`src/rtl/trap_ctrl.sv`:
```
// Trap / CSR-access sequencer for the multicycle core: runs one csrrw, csrrs,
// ecall or mret at a time against the machine-mode CSR file and returns rd/redirect.
module trap_ctrl #(
  parameter int DATA_WIDTH = 32
) (
  input  logic                  clk,
  input  logic                  rst,
  input  logic                  in_valid,
  output logic                  in_ready,
  input  logic [1:0]            op,
  input  logic [11:0]           csr_idx,
  input  logic [DATA_WIDTH-1:0] rs1_data,
  input  logic                  rs1_zero,
  input  logic [DATA_WIDTH-1:0] pc,
  output logic                  csr_wen,
  output logic [DATA_WIDTH-1:0] csr_addr,
  output logic [DATA_WIDTH-1:0] csr_wdata,
  input  logic [DATA_WIDTH-1:0] csr_rdata,
  output logic                  intr,
  output logic [DATA_WIDTH-1:0] intr_NO,
  output logic [DATA_WIDTH-1:0] intr_epc,
  input  logic [DATA_WIDTH-1:0] intr_mtvec,
  input  logic [DATA_WIDTH-1:0] mret_mepc,
  output logic                  out_valid,
  input  logic                  out_ready,
  output logic                  rd_wen,
  output logic [DATA_WIDTH-1:0] rd_wdata,
  output logic                  redirect,
  output logic [DATA_WIDTH-1:0] redirect_pc
);

  typedef enum logic [2:0] {S_IDLE, S_RD, S_WR, S_TRAP, S_RESP} state_t;

  localparam logic [1:0] OP_CSRRW = 2'b00;
  localparam logic [1:0] OP_CSRRS = 2'b01;
  localparam logic [1:0] OP_ECALL = 2'b10;
  localparam logic [1:0] OP_MRET  = 2'b11;

  state_t                state_q, state_d;
  logic [1:0]            op_q;
  logic [11:0]           idx_q;
  logic [DATA_WIDTH-1:0] rs1_q;
  logic                  rs1_zero_q;
  logic [DATA_WIDTH-1:0] pc_q;
  logic [3:0]            cause_q;
  logic                  trap_q;
  logic [DATA_WIDTH-1:0] old_q;
  logic [DATA_WIDTH-1:0] target_q;

  logic                  accept;
  logic                  legal_idx;
  logic                  take_trap;
  logic [11:0]           addr12;
  logic [DATA_WIDTH-1:0] wr_val;

  assign accept    = in_valid && (state_q == S_IDLE);
  assign legal_idx = (csr_idx == 12'h300) || (csr_idx == 12'h305) ||
                     (csr_idx == 12'h341) || (csr_idx == 12'h342);
  assign take_trap = (op == OP_ECALL) || (!op[1] && !legal_idx);
  assign addr12    = (op_q == OP_MRET) ? 12'h300 : idx_q;

  always_ff @(posedge clk or posedge rst) begin
    if (rst) state_q <= S_IDLE;
    else     state_q <= state_d;
  end

  always_ff @(posedge clk or posedge rst) begin
    if (rst) begin
      op_q       <= '0;
      idx_q      <= '0;
      rs1_q      <= '0;
      rs1_zero_q <= 1'b0;
      pc_q       <= '0;
      cause_q    <= '0;
      trap_q     <= 1'b0;
      old_q      <= '0;
      target_q   <= '0;
    end else begin
      if (accept) begin
        op_q       <= op;
        idx_q      <= csr_idx;
        rs1_q      <= rs1_data;
        rs1_zero_q <= rs1_zero;
        pc_q       <= pc;
        trap_q     <= take_trap;
        cause_q    <= (op == OP_ECALL) ? 4'd11 : 4'd2;
      end
      // mepc is captured alongside the mstatus read so mret's target is fixed
      // before its own mstatus write lands.
      if (state_q == S_RD) begin
        old_q    <= csr_rdata;
        target_q <= mret_mepc;
      end
      if (state_q == S_TRAP) target_q <= intr_mtvec;
    end
  end

  always_comb begin
    wr_val = rs1_q;
    case (op_q)
      OP_CSRRS: wr_val = old_q | rs1_q;
      OP_MRET: begin
        wr_val        = old_q;
        wr_val[3]     = old_q[7];
        wr_val[7]     = 1'b1;
        wr_val[12:11] = 2'b11;
      end
      default: wr_val = rs1_q;
    endcase
  end

  always_comb begin
    state_d     = state_q;
    in_ready    = 1'b0;
    csr_wen     = 1'b0;
    csr_addr    = '0;
    csr_wdata   = '0;
    intr        = 1'b0;
    intr_NO     = '0;
    intr_epc    = '0;
    out_valid   = 1'b0;
    rd_wen      = 1'b0;
    rd_wdata    = '0;
    redirect    = 1'b0;
    redirect_pc = '0;
    case (state_q)
      S_IDLE: begin
        in_ready = 1'b1;
        if (in_valid) state_d = take_trap ? S_TRAP : S_RD;
      end
      S_RD: begin
        csr_addr = {{(DATA_WIDTH-12){1'b0}}, addr12};
        state_d  = S_WR;
      end
      S_WR: begin
        csr_addr  = {{(DATA_WIDTH-12){1'b0}}, addr12};
        csr_wen   = !((op_q == OP_CSRRS) && rs1_zero_q);
        csr_wdata = wr_val;
        state_d   = S_RESP;
      end
      S_TRAP: begin
        intr     = 1'b1;
        intr_NO  = {{(DATA_WIDTH-4){1'b0}}, cause_q};
        intr_epc = pc_q;
        state_d  = S_RESP;
      end
      S_RESP: begin
        out_valid = 1'b1;
        if (trap_q || (op_q == OP_MRET)) begin
          redirect    = 1'b1;
          redirect_pc = target_q;
        end else begin
          rd_wen   = 1'b1;
          rd_wdata = old_q;
        end
        if (out_ready) state_d = S_IDLE;
      end
      default: state_d = S_IDLE;
    endcase
  end

endmodule

```
`config.mk`:
```
export PLATFORM = sky130hd
export DESIGN_NAME = trap_ctrl
export DESIGN_NICKNAME = d
export VERILOG_FILES = /design/src/rtl/trap_ctrl.sv
export SDC_FILE = /design/constraint.sdc
export NUM_CORES = 1
export LEC_CHECK = 0
export BUFFER_PORTS_ARGS = -buffer_cell sky130_fd_sc_hd__buf_4
export CORE_AREA = 2 2 147 149
export CTS_BUF_LIST = sky130_fd_sc_hd__clkbuf_4 sky130_fd_sc_hd__clkbuf_8
export CTS_CLUSTER_DIAMETER = 60
export CTS_CLUSTER_SIZE = 12
export DETAILED_ROUTE_END_ITERATION = 7
export DIE_AREA = 0 0 149 151
export PLACE_DENSITY = 0.75
export SYNTH_ARGS = -nofsm -noshare
export SYNTH_HDL_FRONTEND = slang
export SYNTH_SLANG_ARGS = --single-unit
```
`constraint.sdc`:
```
create_clock -name clk -period 8.8 [get_ports clk]
set_input_delay 1.76 -clock clk [delete_from_list [all_inputs] [get_ports clk]]
set_output_delay 1.76 -clock clk [all_outputs]
set_load 0.1 [all_outputs]
```
==> results.cfg <==
[sta]
fin_worst_skew_ps = 10.7
fin_tns_setup_ps = 0
max-slew-margin-rel_pct = 17.2
timing_hold_violations_final = 0
minimum_clock_period_after_layout_ps = 5130
fmaxAchievable_ghz = 0.195
post-route-period-util_pct = 58.3
report.final.slew_viol_count = 0
grt_setup_unrepaired = no
final-setup-viol-count = 0
timing_worst_slew_pin_value_ps = 1240

[placement]
dpl.cell_count = 1236
detailed_place_hpwl_mm = 15.8
numPortBuffers = 327
gpl.final_weighted_congestion = 0.804

[logic_synthesis]
synth_edf_count = 0
mappedNetlistArea_sq_um = 7980
synth_async_sr_flop_share_pct = 100
synth.yosys.seq_area_share_pct = 46.7
syn_area_per_cell_sq_um = 11.7
synth.ff_latch_count = 149
ys.warnings.count = 0
syn-instance-count = 680
post_synth_top_flop = dfrtp_1
synth.lib_cells_used.distinct = 35

[setup_path]
worst_reg_to_reg_cells = 4
rrSetupSlack_ps = 5570
reg2reg_from = state_q[1]
critPathArrivalTime_ps = 3370
worstPathMaxFanout = 33
timing.rr.end = rs1_q[6]
crit_required_ps = 7040
setup.worst_path.end_class = output port
crit_end = redirect_pc[29]
setup.worst_path.class = reg -> out
worst_setup_path_start_kind = flop
cp-startpoint = op_q[1]

[clock_tree]
clk_pin_slew_ps = 90
numCtsBuffers = 17
cts_repair_resize_count = 0
worst_skew_pair.late_latency_ps = 440
cts_tree = done
cts.hold.buffers_added = 0
post-cts-setup-buffer-count = 0
max-clock-path-buffers = 2
tritoncts_num_sinks = 149
clock_tree.root_cell = clkbuf_8
htreeDepth = 4

[power_and_ir_drop]
p_total_w = 0.00438
peak_supply_drop_uv = 230
power.density_nw_per_um2 = 409
p_leak_nw = 5.53

[grt]
grt_pass1_wl_mm = 33.2
grt_usage_pct = 18.9
global_route.overflow_total = 0
grt_antenna_before_repair = 0
vias_in_the_first_global_route = 6204
maximum_number_of_pins_on_one_net_before_global_route_repair = 78

[final_layout]
nFillCells = 1893
drive_gt1_share_pct = 48.5
final_cells = 1268
antenna-diode-count = 0
area_added_between_synthesis_and_finish_pct = 34.0
net_count_reported_at_finish = 1159
commonest_non_fill_non_tap_cells_in_the_layout = 331 x buf_4, 148 x dfrtp_1, 103 x mux2_4
layout.cells.most_common = buf_4

[flow_run]
drv_cap = 0

[routing]
ant_nets = 0
num_vias = 5953
wirelength_mm = 22.1
post-route-drc-count = 0
route.detailed.wl_per_inst_um = 17.4
first_pass_iters = 5
drt-vias-per-instance = 4.69
detail_route.iter0.violations = 193

[die]
floorplan.rows = 53
die_y_um = 151
ports = 377
initial_core_util_pct = 38.3
die_w_um = 149
fp.coreArea_sq_um = 20800
design.die.area_sq_um = 22500

[hold_path]
worst_hold_check_path_type = reg -> reg

[outcome]
result_of_the_run = completed
-- power by group --
part	internal, W	switching (W)	total [W]
Clock	0.000210	0.000287	0.000497
Combinational	0.000861	0.00171	0.00257
Sequential	0.00103	0.000281	0.00131
Total	0.00210	0.00228	0.00438
-- Yosys cell counts, drive strengths merged, types with 2 or more instances --
library cell | count | area share [%]
a21oi | 5 | 0.36
mux2i | 33 | 4.1
nor3 | 3 | 0.45
a22oi | 28 | 2.6
mux2 | 107 | 20
buf | 79 | 7.7
nor2 | 34 | 1.8
or2 | 2 | 0.16
and3 | 34 | 2.7
o21ai | 44 | 2.8
o22a | 2 | 0.22
inv | 9 | 0.42
dfrtp | 149 | 47
nor2b | 2 | 0.16
nand2 | 41 | 1.9
clkbuf | 19 | 0.89
and2 | 77 | 6.0
nand2b | 3 | 0.24
nand3b | 2 | 0.19
-- how the worst min path moves through the flow --
stage                     from          to  slack [ps]  cells after the start
finish              cause_q[1]  cause_q[1]         470                      1
global route        cause_q[1]  cause_q[1]         490                      1
CTS                 cause_q[1]  cause_q[1]         480                      1
detailed placement  cause_q[1]  cause_q[1]         450                      1
global placement    cause_q[1]  cause_q[1]         440                      1
floorplan           cause_q[1]  cause_q[1]         430                      1
-- cells by family after synthesis --
family | Yosys count | synth area share (%)
other | 1 | 0.0470
AOI/OAI and AO/OA | 82 | 6.28
DFF | 149 | 46.7
xor gates and xnor gates | 1 | 0.110
muxes | 140 | 24.1
buffers and inverters | 107 | 9.00
and+or+nand+nor | 200 | 13.8
-- per-layer routing --
layer / vias up / wire length, um / GRT usage [%]
met2: 221 / 11300 / 32.2
met5: - / 0 / 0
met3: 35 / 1260 / 4.49
li1: 2818 / - / -
met4: 0 / 510 / 6.86
met1: 2879 / 9050 / 23.5
-- worst max-delay path, stage by stage, from the launching register on --
cell and delay (ps):
dfrtp_1 450, nand2_1 740, a21oi_2 1180, and2_1 260, buf_4 290
-- final cells by class --
| class | count | area (sq um) | area share (%) |
|---|---|---|---|
| clock buffer | 18 | 248 | 2.32 |
| inverter | 9 | 38.8 | 0.363 |
| sequential | 149 | 3730 | 34.9 |
| clock inverter | 14 | 118 | 1.10 |
| multi-input combinational | 472 | 3730 | 34.9 |
| timing repair buffer | 331 | 2480 | 23.2 |
| tap | 275 | 344 | 3.22 |
-- through the flow --
stage	instance area (sq um)	setup slack, ps	hold WS (ps)	utilization [%]
2_1_floorplan	8160	3030	431	-
3_3_place_gp	10300	4290	445	49.6
3_5_place_dp	10300	4180	452	49.6
4_1_cts	10700	3660	476	51.4
5_1_grt	10700	3340	494	51.4
6_report	10700	3670	474	51.4
-- state kept, by name, summed over array words and instances, names as in the netlist --
signal and flops:
trap_q 1, old_q 32, cause_q 2, target_q 32, rs1_q 32, op_q 2
pc_q 32, rs1_zero_q 1, state_q 3, idx_q 12
(Power assumes the default switching activity.)
